[config.mk]
export PLATFORM = sky130hd
export DESIGN_NAME = ps2_host_tx_flat
export DESIGN_NICKNAME = d
export VERILOG_FILES = /design/src/rtl/ps2_host_tx_if.sv /design/src/rtl/ps2_host_tx.sv /design/src/flat_wrapper.sv
export SDC_FILE = /design/constraint.sdc
export NUM_CORES = 1
export LEC_CHECK = 0
export ABC_AREA = 0
export CAP_MARGIN = 10
export CORE_MARGIN = 5
export CORE_UTILIZATION = 35
export CTS_CLUSTER_DIAMETER = 100
export DETAILED_ROUTE_END_ITERATION = 8
export PLACE_DENSITY_LB_ADDON = 0.2
export SLEW_MARGIN = 20
export SYNTH_ARGS = -nofsm -noshare
export SYNTH_HDL_FRONTEND = slang
export SYNTH_SLANG_ARGS = --single-unit
[constraint.sdc]
create_clock -name clock -period 5.97 [get_ports clock]
set_input_delay 0.597 -clock clock [delete_from_list [all_inputs] [get_ports clock]]
set_output_delay 0.597 -clock clock [all_outputs]
set_load 0.005 [all_outputs]
[src/rtl/ps2_host_tx_if.sv]
// ps2_host_tx_if -- command handshake between game logic and the PS/2 host
// transmitter.
//   tx_data  : command byte to send (sampled on accept)
//   tx_valid : send request, accepted when tx_valid & tx_ready
//   tx_ready : transmitter idle and able to accept a byte
//   busy     : transfer in progress; keyboard receiver ignores the line
//   tx_done  : one-cycle pulse when a transfer ends (success or failure)
//   tx_error : one-cycle pulse with tx_done on no-ack or timeout
// master = game logic side, slave = transmitter side.
interface ps2_host_tx_if;
  logic [7:0] tx_data;
  logic       tx_valid;
  logic       tx_ready;
  logic       busy;
  logic       tx_done;
  logic       tx_error;

  modport master (
    output tx_data, tx_valid,
    input  tx_ready, busy, tx_done, tx_error
  );

  modport slave (
    input  tx_data, tx_valid,
    output tx_ready, busy, tx_done, tx_error
  );
endinterface

[src/rtl/ps2_host_tx.sv]
// ps2_host_tx -- host-to-device PS/2 transmitter. Pulls the keyboard clock
// low to inhibit, issues request-to-send, then presents data/parity/stop on
// the device's falling clock edges and checks the device acknowledge.
//   clock      : system clock (CLOCK_50)
//   resetn     : asynchronous active-low reset
//   host       : command handshake (ps2_host_tx_if.slave)
//   ps2_clk_in : raw PS2_KBCLK pin level
//   ps2_dat_in : raw PS2_KBDAT pin level
//   ps2_clk_oe : 1 = pull PS2_KBCLK low (top level drives oe ? 0 : z)
//   ps2_dat_oe : 1 = pull PS2_KBDAT low
module ps2_host_tx #(
  parameter int INHIBIT_CYCLES = 5000,
  parameter int START_TIMEOUT  = 750000,
  parameter int XFER_TIMEOUT   = 100000
) (
  input  logic         clock,
  input  logic         resetn,
  ps2_host_tx_if.slave host,
  input  logic         ps2_clk_in,
  input  logic         ps2_dat_in,
  output logic         ps2_clk_oe,
  output logic         ps2_dat_oe
);

  localparam logic [19:0] INHIBIT_LAST = 20'(INHIBIT_CYCLES - 1);
  localparam logic [19:0] START_LAST   = 20'(START_TIMEOUT - 1);
  localparam logic [19:0] XFER_LAST    = 20'(XFER_TIMEOUT - 1);

  typedef enum logic [3:0] {
    S_IDLE,
    S_INHIBIT,
    S_RTS,
    S_WAIT_FIRST,
    S_SHIFT,
    S_ACK,
    S_WAIT_IDLE,
    S_DONE,
    S_FAIL
  } state_t;

  state_t      state, state_d;
  logic [19:0] timer, timer_d;
  logic [3:0]  edge_cnt, edge_cnt_d;   // falling edges seen, 1-based
  logic [9:0]  shift_q, shift_d;       // {stop, parity, data}, LSB first
  logic        clk_oe_d, dat_oe_d;
  logic        tx_ready_q, tx_ready_d;
  logic        busy_q, busy_d;
  logic        tx_done_q, tx_done_d;
  logic        tx_error_q, tx_error_d;

  // Pin synchronizer and falling-edge detector.
  logic [1:0] clk_sync, dat_sync;
  logic       clk_prev;
  logic       clk_s, dat_s, clk_fall;

  // NOTE: the synchronizer resets to the idle-high line level, otherwise the
  // first cycles after reset would see a phantom falling edge.
  always_ff @(posedge clock or negedge resetn) begin
    if (!resetn) begin
      clk_sync <= 2'b11;
      dat_sync <= 2'b11;
      clk_prev <= 1'b1;
    end else begin
      clk_sync <= {clk_sync[0], ps2_clk_in};
      dat_sync <= {dat_sync[0], ps2_dat_in};
      clk_prev <= clk_sync[1];
    end
  end

  assign clk_s    = clk_sync[1];
  assign dat_s    = dat_sync[1];
  assign clk_fall = clk_prev & ~clk_s;

  // State register plus registered outputs.
  // NOTE: sequential state uses non-blocking assignments only, so every flop
  // samples the values from before this edge regardless of statement order.
  always_ff @(posedge clock or negedge resetn) begin
    if (!resetn) begin
      state      <= S_IDLE;
      timer      <= '0;
      edge_cnt   <= '0;
      shift_q    <= '0;
      ps2_clk_oe <= 1'b0;
      ps2_dat_oe <= 1'b0;
      tx_ready_q <= 1'b1;
      busy_q     <= 1'b0;
      tx_done_q  <= 1'b0;
      tx_error_q <= 1'b0;
    end else begin
      state      <= state_d;
      timer      <= timer_d;
      edge_cnt   <= edge_cnt_d;
      shift_q    <= shift_d;
      ps2_clk_oe <= clk_oe_d;
      ps2_dat_oe <= dat_oe_d;
      tx_ready_q <= tx_ready_d;
      busy_q     <= busy_d;
      tx_done_q  <= tx_done_d;
      tx_error_q <= tx_error_d;
    end
  end

  // Next-state logic. A falling edge always beats a timeout in the same cycle.
  // NOTE: every combinational output gets a default first, so no path through
  // the case statement can leave it unassigned and infer a latch.
  always_comb begin
    state_d = state;
    unique case (state)
      S_IDLE:       if (host.tx_valid) state_d = S_INHIBIT;
      S_INHIBIT:    if (timer == INHIBIT_LAST) state_d = S_RTS;
      S_RTS:        state_d = S_WAIT_FIRST;
      S_WAIT_FIRST: begin
        if (clk_fall)                 state_d = S_SHIFT;
        else if (timer == START_LAST) state_d = S_FAIL;
      end
      S_SHIFT: begin
        if (clk_fall) begin
          if (edge_cnt == 4'd9) state_d = S_ACK;   // this is edge 10
        end else if (timer == XFER_LAST) begin
          state_d = S_FAIL;
        end
      end
      S_ACK: begin
        if (clk_fall)                state_d = dat_s ? S_FAIL : S_WAIT_IDLE;
        else if (timer == XFER_LAST) state_d = S_FAIL;
      end
      S_WAIT_IDLE: begin
        if (clk_s && dat_s)          state_d = S_DONE;
        else if (timer == XFER_LAST) state_d = S_FAIL;
      end
      S_DONE, S_FAIL: state_d = S_IDLE;
      default:        state_d = S_IDLE;
    endcase
  end

  // Datapath and output decode; outputs are computed from the next state so
  // the registered copies line up with the state they belong to.
  always_comb begin
    timer_d    = timer + 20'd1;
    edge_cnt_d = edge_cnt;
    shift_d    = shift_q;
    dat_oe_d   = ps2_dat_oe;
    unique case (state)
      S_IDLE: begin
        timer_d    = '0;
        edge_cnt_d = '0;
        if (host.tx_valid) shift_d = {1'b1, ~^host.tx_data, host.tx_data};
      end
      // Start timeout counts from the first cycle the clock is released.
      S_RTS: timer_d = '0;
      S_WAIT_FIRST, S_SHIFT: begin
        if (clk_fall) begin
          dat_oe_d   = ~shift_q[0];
          shift_d    = {1'b0, shift_q[9:1]};
          edge_cnt_d = edge_cnt + 4'd1;
          // Transfer timeout counts from edge 1.
          if (state == S_WAIT_FIRST) timer_d = '0;
        end
      end
      default: ;
    endcase
    // Start bit goes low during the RTS overlap and stays until edge 1.
    if (state_d == S_RTS) dat_oe_d = 1'b1;
    if (state_d inside {S_IDLE, S_DONE, S_FAIL}) dat_oe_d = 1'b0;
    clk_oe_d   = (state_d == S_INHIBIT) || (state_d == S_RTS);
    tx_ready_d = (state_d == S_IDLE);
    busy_d     = ~tx_ready_d;
    tx_done_d  = (state_d == S_DONE) || (state_d == S_FAIL);
    tx_error_d = (state_d == S_FAIL);
  end

  assign host.tx_ready = tx_ready_q;
  assign host.busy     = busy_q;
  assign host.tx_done  = tx_done_q;
  assign host.tx_error = tx_error_q;

endmodule

[src/flat_wrapper.sv]
// flat-port wrapper written by rule: the top's interface ports become plain ports
module ps2_host_tx_flat 
#(
  parameter int INHIBIT_CYCLES = 5000,
  parameter int START_TIMEOUT  = 750000,
  parameter int XFER_TIMEOUT   = 100000
)
  (clock, resetn, ps2_clk_in, ps2_dat_in, ps2_clk_oe, ps2_dat_oe, host_tx_data, host_tx_valid, host_tx_ready, host_busy, host_tx_done, host_tx_error);
  ps2_host_tx_if host_i ();
  input  logic clock;
  input  logic resetn;
  input  logic ps2_clk_in;
  input  logic ps2_dat_in;
  output logic ps2_clk_oe;
  output logic ps2_dat_oe;
  input wire logic [$bits(host_i.tx_data)-1:0] host_tx_data;
  input wire logic [$bits(host_i.tx_valid)-1:0] host_tx_valid;
  output wire logic [$bits(host_i.tx_ready)-1:0] host_tx_ready;
  output wire logic [$bits(host_i.busy)-1:0] host_busy;
  output wire logic [$bits(host_i.tx_done)-1:0] host_tx_done;
  output wire logic [$bits(host_i.tx_error)-1:0] host_tx_error;
  assign host_i.tx_data = host_tx_data;
  assign host_i.tx_valid = host_tx_valid;
  assign host_tx_ready = host_i.tx_ready;
  assign host_busy = host_i.busy;
  assign host_tx_done = host_i.tx_done;
  assign host_tx_error = host_i.tx_error;
  ps2_host_tx #(.INHIBIT_CYCLES(INHIBIT_CYCLES), .START_TIMEOUT(START_TIMEOUT), .XFER_TIMEOUT(XFER_TIMEOUT)) u_core (.clock(clock), .resetn(resetn), .host(host_i), .ps2_clk_in(ps2_clk_in), .ps2_dat_in(ps2_dat_in), .ps2_clk_oe(ps2_clk_oe), .ps2_dat_oe(ps2_dat_oe));
endmodule
## After elaboration in Yosys (flattened, before gate mapping)

Cells that the tools add are included.

| word-level totals | value |
|---|---|
| input port bits | 13 |
| logic and storage cells | 73 |
| register bits | 49 |

| operators by class | value |
|---|---|
| mux-type cells | 23 |
| bitwise operators | 4 |
| $add $sub $neg | 2 |
| reductions and logical operators | 15 |
| equal/unequal tests | 16 |

Operators with widths:

| operator | number |
|---|---|
| $mux 4 | 11 |
| $mux 20 | 2 |
| $pmux 20 s2 | 1 |
| $pmux 4 s7 | 1 |
| $add 20x1->20 const B | 1 |
| $eq 20x13->1 const B | 1 |
| $eq 20x17->1 const B | 1 |
| $eq 20x20->1 const B | 1 |
| $mux 10 | 2 |
| $pmux 10 s2 | 1 |
| $eq 4x3->1 const B | 4 |
| $eq 4x2->1 const B | 3 |
| $reduce_bool 3->1 | 3 |
| $eq 4x1->1 const B | 2 |
| $eq 4x4->1 const B | 2 |
| $logic_not 4->1 | 2 |
| $pmux 4 s2 | 1 |
| $reduce_xnor 8->1 | 1 |
| $add 4x1->4 const B | 1 |
| $mux 1 | 4 |
| $reduce_and 2->1 | 2 |
| $reduce_or 2->1 | 2 |
| $not 1->1 | 3 |
| $reduce_and 3->1 | 1 |
| 6 further kinds | 7 |

## Logic depth before layout (Yosys ltp)

| depth | value |
|---|---|
| word-level depth | 8 |
| mapped depth | 8 |

## Worst setup path after synthesis

No wires, ideal clock.

| path | value |
|---|---|
| kind | reg-to-reg |
| start point | register u_core.timer[6] |
| end point | register u_core.busy_q, in the netlist u_core.host.busy |
| stages on the path, launching flop included | 7 |
| setup time | 131 ps |
| path buffers | 0 |
| data arrival time | 2030 ps |
| setup slack | 3809 ps |
| period minus slack after synthesis | 2161 ps |
| cell sequence | dfrtp_1 or3b_4 nor4_4 nand3_2 a211o_1 or2_1 or3_1 |

| on the way | value |
|---|---|
| word-level cells in the longest chain between the ends | 6 |
| elaborated cells on any way between the ends | 13 |
| classes of those cells | eq/ne (3); mux (8); bitwise (1); reduce/logical (1) |

Ends and longest elaborated chain:

| element | line | RTL |
|---|---|---|
| from (decl) | ps2_host_tx.sv:42 | `logic [19:0] timer, timer_d;` |
| from (signal assigned) | ps2_host_tx.sv:91 | `timer <= timer_d;` |
| $eq 20x17->1 / $eq 20x20->1 (equally long branches) | -- |  |
| $mux 4 (on tied branches) (2 in a row) | -- |  |
| $pmux 4 s7 (*) | ps2_host_tx.sv:108 | `unique case (state)` |
| named net u_core.state_d[2] | ps2_host_tx.sv:41 | `state_t state, state_d;` |
| $logic_not 4->1 (*) | ps2_host_tx.sv:166 | `tx_ready_d = (state_d == S_IDLE);` |
| $not 1->1 (*) | ps2_host_tx.sv:167 | `busy_d = ~tx_ready_d;` |
| named net u_core.busy_d | ps2_host_tx.sv:47 | `logic busy_q, busy_d;` |
| to (signal assigned) | ps2_host_tx.sv:97 | `busy_q <= busy_d;` |
| to (decl) | ps2_host_tx.sv:47 |  |

Mark *: on every way through the listed nets, which the timed path passes. The rest lies on a longest branch.
A chain may end at the register's enable or synchronous reset.

## Final worst setup path

| path | value |
|---|---|
| start point | register u_core.state[0] |
| end point | register u_core.shift_q[8] |

| on the way | value |
|---|---|
| word-level cells in the longest chain between the ends | 4 |
| elaborated cells on any way between the ends | 9 |
| classes of those cells | eq/ne (4); mux (1); reduce/logical (4) |

Ends and longest elaborated chain:

| element | line | RTL |
|---|---|---|
| from (decl) | ps2_host_tx.sv:41 |  |
| from (signal assigned) | ps2_host_tx.sv:90 | `state <= state_d;` |
| $eq 4x3->1 / $eq 4x2->1 (equally long branches) | ps2_host_tx.sv:143 | `unique case (state)` |
| $reduce_or 2->1 | ps2_host_tx.sv:143 |  |
| $ne 2x1->1 (no line) / $reduce_bool 2->1 (equally long branches) | -- |  |
| $reduce_and 3->1 (no line) | -- |  |
| to (signal assigned) | ps2_host_tx.sv:93 | `shift_q <= shift_d;` |
| to (decl) | ps2_host_tx.sv:44 | `logic [9:0] shift_q, shift_d;` |

Several ways; a longest one is shown, not always the timed one.

==> impl_results.md <==
* VDD IR max at just over 0.07 mV
* Post-CTS setup buffer count at 0
* Post-route ant nets at 0
* Max Cap Viol at 0
* Clock Path Buffers at 2
* CP Class: flip-flop to flip-flop
* Cells after synthesis at 263
* Routed len/inst at 13.61 um
* Area growth from synthesis to layout at 15.19%
* Initial antenna violation count at 0
* Final Critical Period at 2.575 ns
* Hold Path Origin: u_core.dat_sync[0]
* Core ar. at 7176 sq um
* Share of the yosys chip area belonging to registers at 48.17%
* Worst hold path depth at 0
* Site Rows at 31
* Fin crit share at 43.14%
* Final std cells w/o fill at 381
* N_diodes at 0
* Flop pwr share at approximately three fifths
* Net count after synthesis at 279
* Initial DRC Count at 73
* Worst-Skew Late Latency at 0.30 ns
* Adder-cell share of the synthesized area at 1.466%
* PostCTS Resize Cnt at 0
* CP Capture Type: flip-flop
* Placed cells at 373
* DRC viols at 0
* CTS sink count at 49
* Synth Area in Compound Gates at 6.693%
* Largest family of logic cells by synthesized area: simple AND/OR/NAND/NOR gates
* Largest net degree at the start of global routing at 50
* R2r setup slk at roughly 3.4 ns
* Root buf cell: clkbuf_8
* Worst hold path endpoint: u_core.dat_sync[1]
* P per Cell Area at ~200 nW/um^2
* Switch share at between 20% and 30%
* Vias in the first global route at 1945
* Final setup TNS at 0 ns
* Worst hold path class: flip-flop to flip-flop
* Synth area leader: dfrtp_1
* CTS tree: yes
* Total number of vias at 1912
* GP Congestion at approximately 0.76
* Width of the die at ~96 um
* Final setup viols at 0
* GRT Util Overall at 12.50%
* Synthesis-stage register bit count at 49
* Async SR Flop Fraction at 100.0%
* RR Endpoint: u_core.shift_q[8]
* Nets at roughly 300
* Worst setup path startpoint: u_core.state[0]
* FF-to-FF Start: u_core.state[0]
* Drt via density at 5.018
* Pre-Repair DR Iteration Count at 4
* Die area at 9129 sq um
* Grt total ovfl at 0
* RSZ-0062 raised after global routing: no
* WL final at around 5200 um
* R2R depth at 6
* Syn Area/Cell at just under 10 sq um
* Die H at 95.55 um
* Post-Synth XOR/XNOR Area at approximately a tenth
* Top_reg_cell synth: dfrtp_1
* Hold-fix buffer count after cts at 0
* Most instantiated cells after synthesis: dfrtp_1 (43), nor2_1 (38), nand2_1 (25), xnor2_1 (15), xor2_1 (13)
* Synth Warn # at 0
* Post-synth EDFFs at 0
* Layout Skew at around 0.012 ns
* Pwr Total at 0.5840 mW
* Buffers on Ports at 18
* Total CTS buffers at 5
* Starting density of the core at between 30 and 40%
* Startpoint Class: flip-flop
* Multiplexer area fraction after synthesis at 3.566%
* Synth top area share at 42.01%
* Reg clk slew, reported paths at around 0.090 ns
* Count leader, synth: dfrtp_1
* Num ports at 19
* Final Max Slew Viols at 0
* Cell variety after synth at 45
* Worst Path Max Fanout at 17
* P_sw at approximately 0.13 mW
* Combinational Power Share at 5.4%
* Dpl hpwl at about 3700 um
* Max H-tree Level at 2
* Mapped cell area at approximately 2600 sq um
* Global-route wire length before repair at roughly 9000 um
* Peak Freq at 388.3 MHz
* Layout cells sized above 1 at 9.220%
* Rel. slew slack at 39.39%
* Static leakage at 1.231 nW
* Worst-Margin Slew at slightly above 0.9 ns
* WP data arrival at 2.77 ns
* Final Hold Fails at 0
* Status: complete, no violations
* Cell-internal power at 0.4588 mW
* Simple-gate area share of the yosys netlist at 28.58%
* Most area-consuming cells after synthesis: dfrtp_1 (42%), dfstp_2 (6.2%), nor2_1 (5.6%)
* Clock network power share at 36.1%
* Filler cells at 731
* Req. time, crit path at 6.16 ns
## state kept, by name, indices dropped and copies added, names as in the netlist
register,flops
u_core.host.tx_ready,1
u_core.host.tx_done,1
u_core.shift_q,10
u_core.timer,20
u_core.host.tx_error,1
u_core.clk_sync,2
u_core.dat_sync,2
u_core.state,4
u_core.host.busy,1
u_core.ps2_dat_oe,1
u_core.edge_cnt,4
u_core.clk_prev,1
u_core.ps2_clk_oe,1
## worst max-delay path by stage
stage,slack [ns],cells after the start,to
after floorplan,3.81,6,u_core.host.busy
after global placement,3.47,6,u_core.shift_q[8]
after detailed placement,3.41,6,u_core.shift_q[8]
after CTS,3.40,6,u_core.shift_q[8]
after global routing,3.22,6,u_core.shift_q[8]
final,3.39,6,u_core.shift_q[8]
## power by group through the flow
stage / clock [mW] / sequential [mW] / combinational, mW
2_1_floorplan: 0 / 0.347 / 0.0144
5_1_grt: 0.234 / 0.342 / 0.0360
4_1_cts: 0.223 / 0.342 / 0.0329
3_3_place_gp: 0 / 0.348 / 0.0324
3_5_place_dp: 0 / 0.348 / 0.0330
6_report: 0.211 / 0.342 / 0.0316
## logic make-up after synthesis
logic type                 Yosys count
DFF                                 49
and+or+nand+nor                    134
xor gates and xnor gates            28
muxes                                9
AOI/OAI and AO/OA                   27
adders and majority gates            3
buffers and inverters               13
## final cells by class
type | count | area (sq um) | area share (%)
clock buffer | 7 | 96.34 | 3.265
tap | 99 | 123.9 | 4.198
clock inverter | 1 | 5.005 | 0.1696
multi-input combinational | 201 | 1282 | 43.47
inverter | 3 | 11.26 | 0.3817
sequential | 49 | 1234 | 41.81
timing repair buffer | 21 | 197.7 | 6.701
## through the flow
stage	utilization [%]	hold slack (ns)	setup slack [ns]	cell area [sq um]
2_1_floorplan	-	0.3014	3.809	2561
3_3_place_gp	39.70	0.3456	3.473	2849
3_5_place_dp	39.70	0.3469	3.411	2849
4_1_cts	41.12	0.3606	3.405	2950
5_1_grt	41.12	0.3611	3.218	2950
6_report	41.12	0.3589	3.395	2950
## per-layer routing
| layer | track usage (%) | vias up | share of wire [%] |
|---|---|---|---|
| li1 | - | 943 | - |
| met3 | 2.447 | 6 | 2.8 |
| met5 | 0 | - | 0 |
| met2 | 21.13 | 23 | 49 |
| met1 | 15.78 | 940 | 47 |
| met4 | 4.502 | 0 | 1.3 |
## critical path: stages, from the launching register on
cell and delay, ns:
dfrtp_1 0.67, or3b_2 0.20, a21oi_1 0.06, buf_4 0.21, and2_1 0.20, nor2_1 0.71
mux2_2 0.41
## cells in the final DEF, fill, tap and decap left out, types with 2 or more instances in the layout
master | netlist | final
nand3b_1 | 5 | 5
ha_1 | 3 | 3
a211oi_1 | 3 | 2
and2_1 | 5 | 5
nor4b_1 | 3 | 3
a21oi_1 | 2 | 2
nand4b_1 | 4 | 4
nor4_1 | 2 | 2
o211ai_1 | 3 | 3
a211o_1 | 3 | 3
nor3_1 | 6 | 6
nor2_1 | 38 | 38
xnor2_1 | 15 | 15
xor2_1 | 13 | 13
inv_1 | 3 | 3
nand2b_1 | 5 | 5
and3_1 | 8 | 8
clkbuf_8 | 0 | 7
nand4_1 | 6 | 6
o21ai_1 | 3 | 3
nand2_1 | 25 | 25
o21ai_0 | 9 | 9
clkdlybuf4s50_1 | 0 | 17
nand3_1 | 10 | 10
nor2b_1 | 4 | 4
buf_4 | 0 | 3
nor4bb_1 | 2 | 2
dfrtp_1 | 43 | 43
mux2i_1 | 8 | 8
dfstp_2 | 6 | 6
Note: power is estimated with default switching activity, not from simulation.
